File: src/rtl/pwm_duty_meter_pkg.sv
// Shared definitions for the PWM duty meter: default PWM period (shared with the generator)
// and the measurement FSM encoding.
package pwm_duty_meter_pkg;

    localparam int unsigned PwmPeriodCycles = 10;

    typedef enum logic [1:0] {
        StIdle    = 2'd0,
        StMeasure = 2'd1,
        StStatic  = 2'd2
    } meter_state_e;

endpackage

File: src/rtl/pwm_edge_detect.sv
// Edge detector on the synchronized PWM level. prev_q resets high so that an input that is
// already high when reset releases is not mistaken for a rising edge.
module pwm_edge_detect (
    input  logic clk_i,
    input  logic rst_i,
    input  logic s_i,
    output logic rise_o,
    output logic fall_o
);

    logic prev_q;

    always_ff @(posedge clk_i) begin
        if (rst_i) begin
            prev_q <= 1'b1;
        end else begin
            prev_q <= s_i;
        end
    end

    assign rise_o = s_i & ~prev_q;
    assign fall_o = ~s_i & prev_q;

endmodule

File: src/rtl/pwm_duty_meter.sv
// Measures period and high time of an asynchronous PWM input in clk cycles, reports the duty
// in cycles, flags periods of the wrong length and detects static 0 %/100 % inputs.
module pwm_duty_meter
    import pwm_duty_meter_pkg::*;
#(
    parameter int unsigned PERIOD_CYCLES = PwmPeriodCycles,
    parameter int unsigned SYNC_STAGES   = 2,
    parameter int unsigned DUTY_W        = $clog2(PERIOD_CYCLES + 1),
    parameter int unsigned CNT_W         = $clog2(2 * PERIOD_CYCLES + 1)
) (
    input  logic              clk,
    input  logic              rst,
    input  logic              pwm_in,
    output logic [DUTY_W-1:0] duty_out,
    output logic              duty_valid,
    output logic              locked,
    output logic              period_err
);

    localparam logic [CNT_W-1:0]  PeriodCnt = CNT_W'(PERIOD_CYCLES);
    localparam logic [CNT_W-1:0]  SatCnt    = CNT_W'(2 * PERIOD_CYCLES);
    localparam logic [CNT_W-1:0]  OneCnt    = CNT_W'(1);
    localparam logic [DUTY_W-1:0] FullDuty  = DUTY_W'(PERIOD_CYCLES);

    // Synchronizer chain, deliberately without reset.
    logic [SYNC_STAGES-1:0] sync_q;
    logic                   s;

    always_ff @(posedge clk) begin
        sync_q[0] <= pwm_in;
        for (int i = 1; i < SYNC_STAGES; i++) begin
            sync_q[i] <= sync_q[i-1];
        end
    end

    assign s = sync_q[SYNC_STAGES-1];

    logic rise;
    logic fall;

    pwm_edge_detect u_edge_detect (
        .clk_i  (clk),
        .rst_i  (rst),
        .s_i    (s),
        .rise_o (rise),
        .fall_o (fall)
    );

    meter_state_e      state_q, state_d;
    logic [CNT_W-1:0]  period_cnt_q, period_cnt_d;
    logic [CNT_W-1:0]  high_cnt_q, high_cnt_d;
    logic [DUTY_W-1:0] duty_q, duty_d;
    logic              valid_q, valid_d;
    logic              locked_q, locked_d;
    logic              perr_q, perr_d;

    always_comb begin
        period_cnt_d = period_cnt_q;
        high_cnt_d   = high_cnt_q;
        if (rise) begin
            period_cnt_d = OneCnt;
            high_cnt_d   = OneCnt;
        end else if (state_q == StStatic && fall) begin
            period_cnt_d = '0;
            high_cnt_d   = '0;
        end else begin
            if (period_cnt_q != SatCnt) begin
                period_cnt_d = period_cnt_q + 1'b1;
            end
            if (s && high_cnt_q != SatCnt) begin
                high_cnt_d = high_cnt_q + 1'b1;
            end
        end
    end

    // Rise is checked before saturation everywhere so a coincident edge wins.
    always_comb begin
        state_d  = state_q;
        duty_d   = duty_q;
        valid_d  = 1'b0;
        locked_d = locked_q;
        perr_d   = 1'b0;
        unique case (state_q)
            StIdle: begin
                if (rise) begin
                    state_d = StMeasure;
                end else if (period_cnt_q == SatCnt) begin
                    state_d  = StStatic;
                    duty_d   = s ? FullDuty : '0;
                    valid_d  = 1'b1;
                    locked_d = 1'b1;
                end
            end
            StMeasure: begin
                if (rise) begin
                    if (period_cnt_q == PeriodCnt) begin
                        duty_d   = high_cnt_q[DUTY_W-1:0];
                        valid_d  = 1'b1;
                        locked_d = 1'b1;
                    end else begin
                        perr_d   = 1'b1;
                        locked_d = 1'b0;
                    end
                end else if (period_cnt_q == SatCnt) begin
                    state_d  = StStatic;
                    duty_d   = s ? FullDuty : '0;
                    valid_d  = 1'b1;
                    locked_d = 1'b1;
                end
            end
            StStatic: begin
                if (rise) begin
                    state_d = StMeasure;
                end else if (fall) begin
                    duty_d  = '0;
                    valid_d = 1'b1;
                end
            end
            default: begin
                state_d = StIdle;
            end
        endcase
    end

    always_ff @(posedge clk) begin
        if (rst) begin
            state_q      <= StIdle;
            period_cnt_q <= '0;
            high_cnt_q   <= '0;
            duty_q       <= '0;
            valid_q      <= 1'b0;
            locked_q     <= 1'b0;
            perr_q       <= 1'b0;
        end else begin
            state_q      <= state_d;
            period_cnt_q <= period_cnt_d;
            high_cnt_q   <= high_cnt_d;
            duty_q       <= duty_d;
            valid_q      <= valid_d;
            locked_q     <= locked_d;
            perr_q       <= perr_d;
        end
    end

    assign duty_out   = duty_q;
    assign duty_valid = valid_q;
    assign locked     = locked_q;
    assign period_err = perr_q;

endmodule

File: config.mk
export PLATFORM = sky130hd
export DESIGN_NAME = pwm_duty_meter
export DESIGN_NICKNAME = d
export VERILOG_FILES = /design/src/rtl/pwm_duty_meter_pkg.sv /design/src/rtl/pwm_edge_detect.sv /design/src/rtl/pwm_duty_meter.sv
export SDC_FILE = /design/constraint.sdc
export NUM_CORES = 1
export LEC_CHECK = 0
export ABC_AREA = 1
export BUFFER_PORTS_ARGS = -buffer_cell sky130_fd_sc_hd__buf_2
export CAP_MARGIN = 20
export CORE_UTILIZATION = 52
export DETAILED_ROUTE_END_ITERATION = 6
export PLACE_DENSITY_LB_ADDON = 0.15
export SLEW_MARGIN = 10
export SYNTH_ARGS = -nofsm -noshare
export SYNTH_HDL_FRONTEND = slang
export SYNTH_HIERARCHICAL = 1
export SYNTH_SLANG_ARGS = --single-unit
File: constraint.sdc
create_clock -name clk -period 1.45 [get_ports clk]
set_input_delay 0.29 -clock clk [delete_from_list [all_inputs] [get_ports clk]]
set_output_delay 0.29 -clock clk [all_outputs]
set_load 0.01 [all_outputs]
* Word level (Yosys, flattened, before mapping)
Cells that the tools add are included. W data, S select, Z words.
Word-level totals: input port bits 3, output and inout bits 7, register bits after elaboration 22, word-level logic and storage cells 74
Cells by class: equality and inequality tests 12, mux-type cells 31, reductions and logical operators 12, add/subtract/negate cells 2, bitwise logic cells 6
Operator list (number):
- $mux W4 | 7
- $mux W1 | 16
- $pmux W4 S3 | 1
- $add A5 B1 Y5 const B | 2
- $ne A2 B2 Y1 const B | 5
- $ne A5 B5 Y1 const B | 2
- $reduce_bool A3 Y1 | 3
- $mux W2 | 4
- $pmux W2 S3 | 1
- $reduce_or A3 Y1 | 2
- $eq A5 B4 Y1 const B | 1
- $eq A5 B5 Y1 const B | 1
- $reduce_and A5 Y1 | 1
- $not A1 Y1 | 4
- $reduce_and A2 Y1 | 2
- $ne A3 B3 Y1 const B | 1
- $pmux W1 S3 | 1
- $and A1 B1 Y1 | 2
- $eq A2 B1 Y1 const B | 1
- $eq A2 B2 Y1 const B | 1
- $logic_and A1 B1 Y1 | 2
- $logic_not A2 Y1 | 1
- $pmux W1 S2 | 1
- $reduce_bool A2 Y1 | 1

* Depth between registers and ports, before layout
Gate-level depths: netlist (run 1).
depth in word-level cells 5, depth in mapped cells 12, mapped depth without buffers 11

* Cells and area by module
The synthesis (run 1) kept the hierarchy.
Modules (own cells, without submodules):
- pwm_duty_meter | seq. area each 420.4 µm², instances 1, cells each 161, area an instance 1147.4 µm²
- pwm_edge_detect | seq. area each 20.0 µm², instances 1, cells each 7, area an instance 42.5 µm²

* Worst setup path after synthesis (run 1)
Ideal clock, no wire load.
kind register to register, start register state_q[0], end register duty_q[0], in the netlist duty_out[0], arrival 1.270 ns, data required time 1.340 ns, path slack 0.070 ns, stages on the path, launching flop included 9, period minus slack after synthesis 1.380 ns, buffers on the path 0, setup time 0.110 ns, cells stage by stage dfxtp_1 inv_1 ha_1 nand2_1 clkinv_2 o21ai_0 o21ai_0 inv_1 nor2_2
On the way: cells in the longest elaborated chain, start to end 3, elaborated cells between the ends (all ways) 10, classes of those cells eq/ne (6); mux (1); reduce/logical (3)
Ends and longest elaborated chain:
- from (decl) | line pwm_duty_meter.sv:49 | meter_state_e state_q, state_d;
- from (signal assigned) | line pwm_duty_meter.sv:127 | state_q <= StIdle;
- from (signal assigned) | line pwm_duty_meter.sv:135 | state_q <= state_d;
- $eq A2 B1 Y1 (tied with other cells) | line pwm_duty_meter.sv:83 | unique case (state_q)
- $ne A3 B3 Y1 (no source line) (tied with other cells)
- $reduce_and A5 Y1 (no source line)
- to (signal assigned) | line pwm_duty_meter.sv:138 | duty_q <= duty_d;
- to (decl) | line pwm_duty_meter.sv:52 | logic [DUTY_W-1:0] duty_q, duty_d;
Several ways; a longest one is shown, not always the timed one. A chain may end at the register's enable or synchronous reset.

* Worst setup path after layout (run 1)
start register state_q[1], end register duty_q[3], in the netlist duty_out[3]
The elaborated chain is that of the path after synthesis.

==> reports/qor.yml, run 1 <==
placement:
  io_buffers: 9
  gp_congestion: 0.923
  place_area_um2: 1360
  placed_cells: 216
  hpwlAfterDp_um: 2090
yosys:
  yosysTopAreaCell: "dfxtp_1"
  yosysSeqAreaShare: 0.370
  ys_warn_count: 6
  syn_nets: 180
  yosysUniqueCellTypes: 23
  avgSynthCellArea_um2: 7.08
  yosys-top-cells-area: "dfxtp_1 37%, nand2_1 11%, ha_1 9.5%, inv_1 9.1%, a21oi_1 8.0%"
  synth_area_um2: 1190
  synth-seq-cells: 22
  yosysTopAreaCellShare: 0.370
  synthCells: 168
power:
  switching_share: 0.235
  power_frac_comb: 0.125
  p_leak_nw: 0.734
  intPower_mw: 0.970
  clkPwrFrac: 0.369
  power_density_nw_per_um2: 863
  pwr-share-seq: 0.506
  switchingPower_mw: 0.298
  power.ir.vdd_worst_uv: 663
timing:
  max_freq_mhz: 726
  setup_viol_count_final: 0
  fin_skew_ns: 0.00579
  fin_crit_sh: 0.950
  hold_viol: 0
  tightest_slew_ns: 0.269
  min_period_ns: 1.38
  grt_setup_unrepaired: "yes"
  maxSlewViolCount: 0
  relSlewSlack: 0.820
floorplanning:
  die_w_um: 49.8
  fp.dieH_um: 49.8
  num_io_pins: 10
  initial_core_util: 0.577
  core_um2: 2060
  rows: 16
  die_area_um2: 2480
final_layout:
  area_growth_pct: 23.6
  final_cell_mix: "32 x nand2_1, 22 x inv_1, 17 x dfxtp_1, 15 x a21oi_1, 13 x buf_4"
  final_layout_size_suffix_gt1_frac: 0.316
  final_cell_area_um2: 1470
  antenna_cells: 0
  final_common_cell: "nand2_1"
  fin_nets: 206
  final_cells: 220
  num-fill-cells: 177
global_routing:
  track_usage: 0.245
  grt_max_degree: 14
  antenna_found_initial: 0
  grt_pass1_wl_um: 4550
  grt-ovfl-total: 0
  first_global_vias: 1097
status:
  status: "complete, no violations"
drt:
  dr.pass1.iters: 4
  wl_per_cell_um: 12.3
  via_per_inst: 5.04
  drt-total-wl_um: 2710
  drt_iter0_drc: 15
  drc_errors: 0
  dr_total_vias: 1109
  antenna_left: 0
worst_setup_path:
  critPathSlowestCell: "dfxtp_4"
  worstSetupPathDepth: 9
  crit_chain: "inv_2 > ha_2 > buf_4 > inv_1 > nand2_1 > inv_1 > a21oi_1 > nand3_1 > a21oi_1"
  start_kind: "flip-flop"
  cpLargestDelayFamily: "flip-flops"
  required_ns: 1.70
  critPathBufInv: 4
  crit_fanout: 3
  arrival_ns: 1.63
  worstSetupEndpointType: "flip-flop"
  worst-setup-path-type: "flip-flop to flip-flop"
  reg2reg_depth: 9
  cp_slowest_stage_delay_ns: 0.37
clock_network:
  clk_latency_ns: 0.31
  hold_buffers: 0
  clk_pin_slew_worst_paths_ns: 0.12
  cts-root-buf: "clkbuf_4"
  cts_setup_buffers: 0
  cts_tree: "yes"
  cts.path.max_buffers: 2
  cts_sinks: 22
  cts_max_level: 1
  cts_buffers: 3
hold_path:
  hold_class: "input pin to flip-flop"
  whs_path_depth: 1
run:
  drv_cap: 0
## power by group through the flow
stage | clock, mW | sequential [mW] | combinational, mW
after floorplan | 0 | 0.656 | 0.0909
final | 0.468 | 0.642 | 0.159
after detailed placement | 0 | 0.655 | 0.146
after CTS | 0.483 | 0.641 | 0.148
after global placement | 0 | 0.653 | 0.143
after global routing | 0.506 | 0.644 | 0.181
## area by class of cell
cell class,count,area [um^2],share of cell area
Multi-Input combinational cell,114,668,0.454
Sequential cell,22,449,0.306
Timing Repair Buffer,22,143,0.0970
Inverter,31,124,0.0843
Tap cell,27,33.8,0.0230
Clock inverter,1,30.0,0.0204
Clock buffer,3,22.5,0.0153
## worst paths after layout
check / from / to / slack, ns
max: state_q[1] / duty_out[3] / 0.07
min: pwm_in / sync_q[0] / 0.07
max reg2reg: state_q[1] / duty_out[3] / 0.07
min reg2reg: sync_q[0] / sync_q[1] / 0.34
## metrics by stage
step           total power, mW   util  setup slack [ns]   TNS, ns  hold slack, ns
6_report                  1.27  0.713            0.0726         0          0.0661
5_1_grt                   1.33  0.713           -0.0399    -0.154          0.0465
4_1_cts                   1.27  0.685           0.00715         0          0.0587
3_5_place_dp             0.801  0.657           -0.0456   -0.0768           0.321
3_3_place_gp             0.796  0.657          -0.00455  -0.00455           0.318
2_1_floorplan            0.747      -            0.0700         0           0.310
## synthesized netlist by cell type (all sizes together)
library cell and n:
ha 9, buf 1, a211oi 1, xor2 2, clkinv 1, o31ai 1
o2111ai 1, inv 30, xnor2 1, a21oi 20, nand2 39, nand4 1
o211ai 1, dfxtp 22, nand3 11, nor2 18, and3 1, o21ai 8
## worst register-to-register path, cell delays in order, from the launching register on
cell and delay [ns]:
dfxtp_4 0.37, inv_2 0.07, ha_2 0.19, buf_4 0.11, inv_1 0.04, nand2_1 0.10, inv_1 0.08, a21oi_1 0.13
nand3_1 0.09, a21oi_1 0.12
## kinds of logic (layout without fill, tap and decap cells)
| kind of cell | Yosys count | in the layout | share of synthesized area |
|---|---|---|---|
| buf+inv | 32 | 57 | 0.113 |
| simple gates | 70 | 70 | 0.253 |
| fa+ha+maj | 9 | 9 | 0.0946 |
| flops | 22 | 22 | 0.370 |
| compound gates | 32 | 32 | 0.147 |
| xor+xnor | 3 | 3 | 0.0221 |
## registers in the layout, indices dropped and copies added (netlist names)
signal and flops:
period_err 1, high_cnt_q 5, period_cnt_q 5, u_edge_detect/prev_q 1, locked 1, state_q 2
sync_q 2, duty_valid 1, duty_out 4
## metal layers
layer | up-vias | global-route usage | part of all wire
met5 | - | 0 | 0
met4 | 0 | 0.100 | 0.019
met3 | 7 | 0.0370 | 0.040
met2 | 23 | 0.435 | 0.49
met1 | 494 | 0.290 | 0.45
li1 | 585 | - | -
## what timing repair did
action                                  in CTS  in global routing
endpoints found under the setup margin       8                 16
resized for setup                            3                 28
pin swaps                                    0                  3
No activity file was read; power rests on OpenSTA's default activity.
==> run 2, diff against run 1 <==
--- a/config.mk
+++ b/config.mk
@@ -8,7 +8,8 @@
 export ABC_AREA = 1
 export BUFFER_PORTS_ARGS = -buffer_cell sky130_fd_sc_hd__buf_2
 export CAP_MARGIN = 20
-export CORE_UTILIZATION = 52
+export CORE_UTILIZATION = 50
+export CTS_CLUSTER_SIZE = 12
 export DETAILED_ROUTE_END_ITERATION = 6
 export PLACE_DENSITY_LB_ADDON = 0.15
 export SLEW_MARGIN = 10
==> constraint.sdc (replaced) <==
create_clock -name clk -period 1.5 [get_ports clk]
set_input_delay 0.3 -clock clk [delete_from_list [all_inputs] [get_ports clk]]
set_output_delay 0.3 -clock clk [all_outputs]
set_load 0.01 [all_outputs]
==> run 2 against run 1 <==
Effect of this change:
- critical path depth is 1 lower
- die area is 3.8% higher
- clock skew decreased by 0.0023 ns
- clock power shrank 32%
- sequential power down 3%
- via count grew 0.36%
- critical endpoint is now duty_out[0]
- routed wire length shrank 5.1%
- power decreased by 14%
- register-to-register slack barely moved
- setup slack worse by 0.0044 ns
- combinational power decreased by 8%
==> reports/qor.yml, run 2 (synthesis results as in run 1) <==
worst_setup_path:
  required_ns: 1.71
  worst-setup-path-type: "flip-flop to flip-flop"
  arrival_ns: 1.65
  worstSetupStartpoint: "state_q[0]"
  worstSetupEndpointType: "flip-flop"
  r2r-start: "state_q[0]"
  start_kind: "flip-flop"
  crit_fanout: 5
global_routing:
  grt_pass1_wl_um: 4240
  first_global_vias: 1035
  track_usage: 0.217
  grt_max_degree: 13
  antenna_found_initial: 0
  grt-ovfl-total: 0
floorplanning:
  rows: 17
  initial_core_util: 0.533
  num_io_pins: 10
  die_area_um2: 2580
  die_w_um: 50.8
  fp.dieH_um: 50.8
  core_um2: 2230
final_layout:
  final_layout_size_suffix_gt1_frac: 0.249
  fin_nets: 202
  final_common_cell: "nand2_1"
  antenna_cells: 0
  area_growth_pct: 19.0
  final_cell_mix: "33 x nand2_1, 27 x inv_1, 17 x dfxtp_1, 16 x a21oi_1, 14 x nor2_1"
  num-fill-cells: 210
  final_core_util: 0.634
timing:
  min_period_ns: 1.43
  fin_crit_sh: 0.955
  tightest_slew_ns: 0.258
  hold_viol: 0
  fin_skew_ns: 0.00353
  setup_viol_count_final: 0
  grt_setup_unrepaired: "yes"
  max_freq_mhz: 698
  setup_slack_ns: 0.0682
  maxSlewViolCount: 0
  relSlewSlack: 0.827
clock_network:
  clk_pin_slew_worst_paths_ns: 0.12
  cts_buffers: 3
  hold_buffers: 0
  cts_max_level: 1
  cts.path.max_buffers: 2
  cts-root-buf: "clkbuf_4"
  cts_sinks: 22
  cts_tree: "yes"
  clk_latency_ns: 0.30
power:
  p_leak_nw: 0.715
  power.ir.vdd_worst_uv: 584
  power_density_nw_per_um2: 768
placement:
  hpwlAfterDp_um: 1930
  pre_cts_slack_ns: -0.0293
  gp_congestion: 0.894
  io_buffers: 9
drt:
  dr.pass1.iters: 4
  dr_total_vias: 1113
  wl_per_cell_um: 11.8
  drc_errors: 0
  drt_iter0_drc: 16
  drt-total-wl_um: 2570
  antenna_left: 0
  via_per_inst: 5.13
hold_path:
  hold_class: "input pin to flip-flop"
  hp-start: "pwm_in"
status:
  status: "complete, no violations"
run:
  drv_cap: 0
run 2: changes by cell type in the layout (fill, tap and decap cells not counted), moves of 2 or more:
cell / previous run / this run
buf_4: 13 / 8
inv_1: 22 / 27
inv_2: 7 / 2
nor2_1: 12 / 14
nor2_2: 5 / 2
run 2: critical path, stage by stage (launching register included):
cell and delay, ns:
dfxtp_2 0.37, inv_1 0.06, ha_1 0.33, nand2_2 0.13, clkinv_2 0.10, o21ai_0 0.16, o21ai_1 0.08, inv_1 0.07
nor2_2 0.04
run 2: final timing paths:
kind,endpoint,depth (start not counted),slack (ns)
worst min-delay path,sync_q[0],1,0.09
worst max-delay path,duty_out[0],8,0.07
worst min register to register,sync_q[1],0,0.34
worst max register to register,duty_out[0],8,0.07
run 2: routing by layer:
layer	GRT usage	up-vias	routed length (um)
li1	-	575	-
met1	0.265	512	1130
met2	0.389	24	1330
met3	0.0364	2	102
met4	0.0602	0	14
met5	0	-	0
run 2: cell type report:
type | instances | area [um^2] | share of cell area
clock buffer | 4 | 36.3 | 0.0256
timing repair buffer | 18 | 116 | 0.0822
multi-input combinational | 114 | 659 | 0.466
tap | 28 | 35.0 | 0.0247
sequential | 22 | 447 | 0.315
inverter | 31 | 123 | 0.0866
run 2: repair_timing:
item	4_1_cts	5_1_grt
gates resized for setup	2	19
pin swaps	0	4
setup buffers	0	4
endpoints found under the hold margin	0	0
setup endpoints to repair	7	11
cloned	0	0
run 2: per-stage QoR:
step             TNS, ns  cell area, um^2  total power [mW]  hold WS (ns)  instances
6_report               0             1420              1.09        0.0923        217
5_1_grt          -0.0337             1420              1.16        0.0658        217
4_1_cts                0             1340              1.09        0.0873        214
3_5_place_dp     -0.0293             1300             0.767         0.321        210
3_3_place_gp   -0.000291             1300             0.763         0.317        210
2_1_floorplan          0             1190             0.722         0.310        168
run 2: where the power goes:
part	switching, mW	internal (mW)
logic	0.0872	0.0598
clock network	0.171	0.148
registers	0.0151	0.607
total	0.273	0.814
==> run 3, diff against run 2 <==
==> constraint.sdc (replaced) <==
create_clock -name clk -period 1.8 [get_ports clk]
set_input_delay 0.36 -clock clk [delete_from_list [all_inputs] [get_ports clk]]
set_output_delay 0.36 -clock clk [all_outputs]
set_load 0.01 [all_outputs]
==> run 3 against run 2 <==
Effect of this change:
- via count fell by 2.9%
- register-to-register slack improved by 0.15 ns
- count of clock-buffer cells in the layout did not move
- die area did not move
- sequential cell count did not move
- clock skew rose by 0.0031 ns
- routed wire length fell by 8.1%
- critical endpoint unchanged
- highest routed layer unchanged
==> reports/qor.yml, run 3 (synthesis results as in run 1) <==
worst_setup_path:
  worstSetupStartpoint: "state_q[0]"
  required_ns: 2.02
  r2r-start: "state_q[0]"
  cp_slowest_stage_delay_ns: 0.41
  critPathSlowestCell: "dfxtp_1"
  worstSetupEndpointType: "flip-flop"
  arrival_ns: 1.80
  critPathBufInv: 3
  crit_fanout: 5
  worst-setup-path-type: "flip-flop to flip-flop"
  cpLargestDelayFamily: "flip-flops"
  crit_chain: "inv_1 > ha_1 > nand2_1 > clkinv_2 > o21ai_0 > o21ai_0 > inv_1 > nor2_2"
  start_kind: "flip-flop"
timing:
  timing.setup.tns_ns: 0
  setup_slack_ns: 0.219
  tightest_slew_ns: 0.227
  hold_viol: 0
  fin_crit_sh: 0.878
  maxSlewViolCount: 0
  grt_setup_unrepaired: "no"
  fin_skew_ns: 0.00666
  whs_ns: 0.138
  min_period_ns: 1.58
  setup_viol_count_final: 0
  max_freq_mhz: 633
  relSlewSlack: 0.849
floorplanning:
  rows: 17
  die_area_um2: 2580
  num_io_pins: 10
  fp.dieH_um: 50.8
  initial_core_util: 0.533
  core_um2: 2230
  die_w_um: 50.8
final_layout:
  final_layout_size_suffix_gt1_frac: 0.127
  final_cell_mix: "36 x nand2_1, 29 x inv_1, 22 x dfxtp_1, 19 x a21oi_1, 15 x nor2_1"
  area_growth_pct: 9.46
  final_cells: 209
  final_common_cell: "nand2_1"
  antenna_cells: 0
  fin_nets: 194
drt:
  dr.pass1.iters: 4
  antenna_left: 0
  wl_per_cell_um: 11.3
  via_per_inst: 5.17
  drt_iter0_drc: 35
  drc_errors: 0
  drt-total-wl_um: 2360
  dr_total_vias: 1081
clock_network:
  cts_max_level: 1
  clk_pin_slew_worst_paths_ns: 0.12
  clk_latency_ns: 0.31
  hold_buffers: 0
  ctsResizeCount: 0
  cts_buffers: 3
  cts_tree: "yes"
  cts-root-buf: "clkbuf_4"
  cts.path.max_buffers: 2
  cts_setup_buffers: 0
  cts_sinks: 22
placement:
  hpwlAfterDp_um: 1810
  pre_cts_slack_ns: 0.256
  gp_congestion: 0.931
  placed_cells: 205
  io_buffers: 9
global_routing:
  grt-ovfl-total: 0
  track_usage: 0.210
  first_global_vias: 971
  grt_max_degree: 13
  grt_pass1_wl_um: 3950
  antenna_found_initial: 0
power:
  power.ir.vdd_worst_uv: 582
  power_density_nw_per_um2: 684
  p_leak_nw: 0.662
run:
  drv_cap: 0
hold_path:
  hold_class: "input pin to flip-flop"
  hp-start: "pwm_in"
status:
  status: "complete, no violations"
-- run 3: cell count changes in the layout (fill, tap and decap cells not counted), moves of 2 or more --
cell and change:
a21oi_1 +3, ha_2 -2, dfxtp_1 +5, a21oi_2 -2, inv_1 +2, buf_4 -7, nand2_1 +3, nand2_2 -2
ha_1 +2, dfxtp_2 -5, inv_2 -2
-- run 3: cell type report --
cell class                 count  area (um^2)
fill                         206          931
multi-input combinational    114          616
tap                           28         35.0
inverter                      31          123
timing repair buffer          10         52.6
sequential                    22          440
clock buffer                   4         36.3
-- run 3: path summary, 6_finish.rpt --
| path | end | slack, ns | cells after the start |
|---|---|---|---|
| min | sync_q[0] | 0.14 | 1 |
| max reg2reg | duty_out[0] | 0.22 | 8 |
| min reg2reg | sync_q[1] | 0.34 | 0 |
| max | duty_out[0] | 0.22 | 8 |
-- run 3: metal layers --
metal	track usage	up-vias	share of wire
met1	0.243	484	0.46
met4	0.139	0	0.021
li1	-	552	-
met3	0.0455	6	0.056
met5	0	-	0
met2	0.347	39	0.46
-- run 3: power by group --
group	leakage (nW)	switching, mW	internal, mW
registers	0.180	0.0154	0.504
logic	0.461	0.0622	0.0368
clock network	0.0210	0.149	0.124
total	0.662	0.226	0.665
-- run 3: per-stage QoR --
step / power, mW / area (um^2) / util
2_1_floorplan: 0.602 / 1190 / -
3_3_place_gp: 0.626 / 1270 / 0.567
3_5_place_dp: 0.629 / 1270 / 0.567
4_1_cts: 0.899 / 1300 / 0.583
5_1_grt: 0.941 / 1300 / 0.583
6_report: 0.891 / 1300 / 0.583
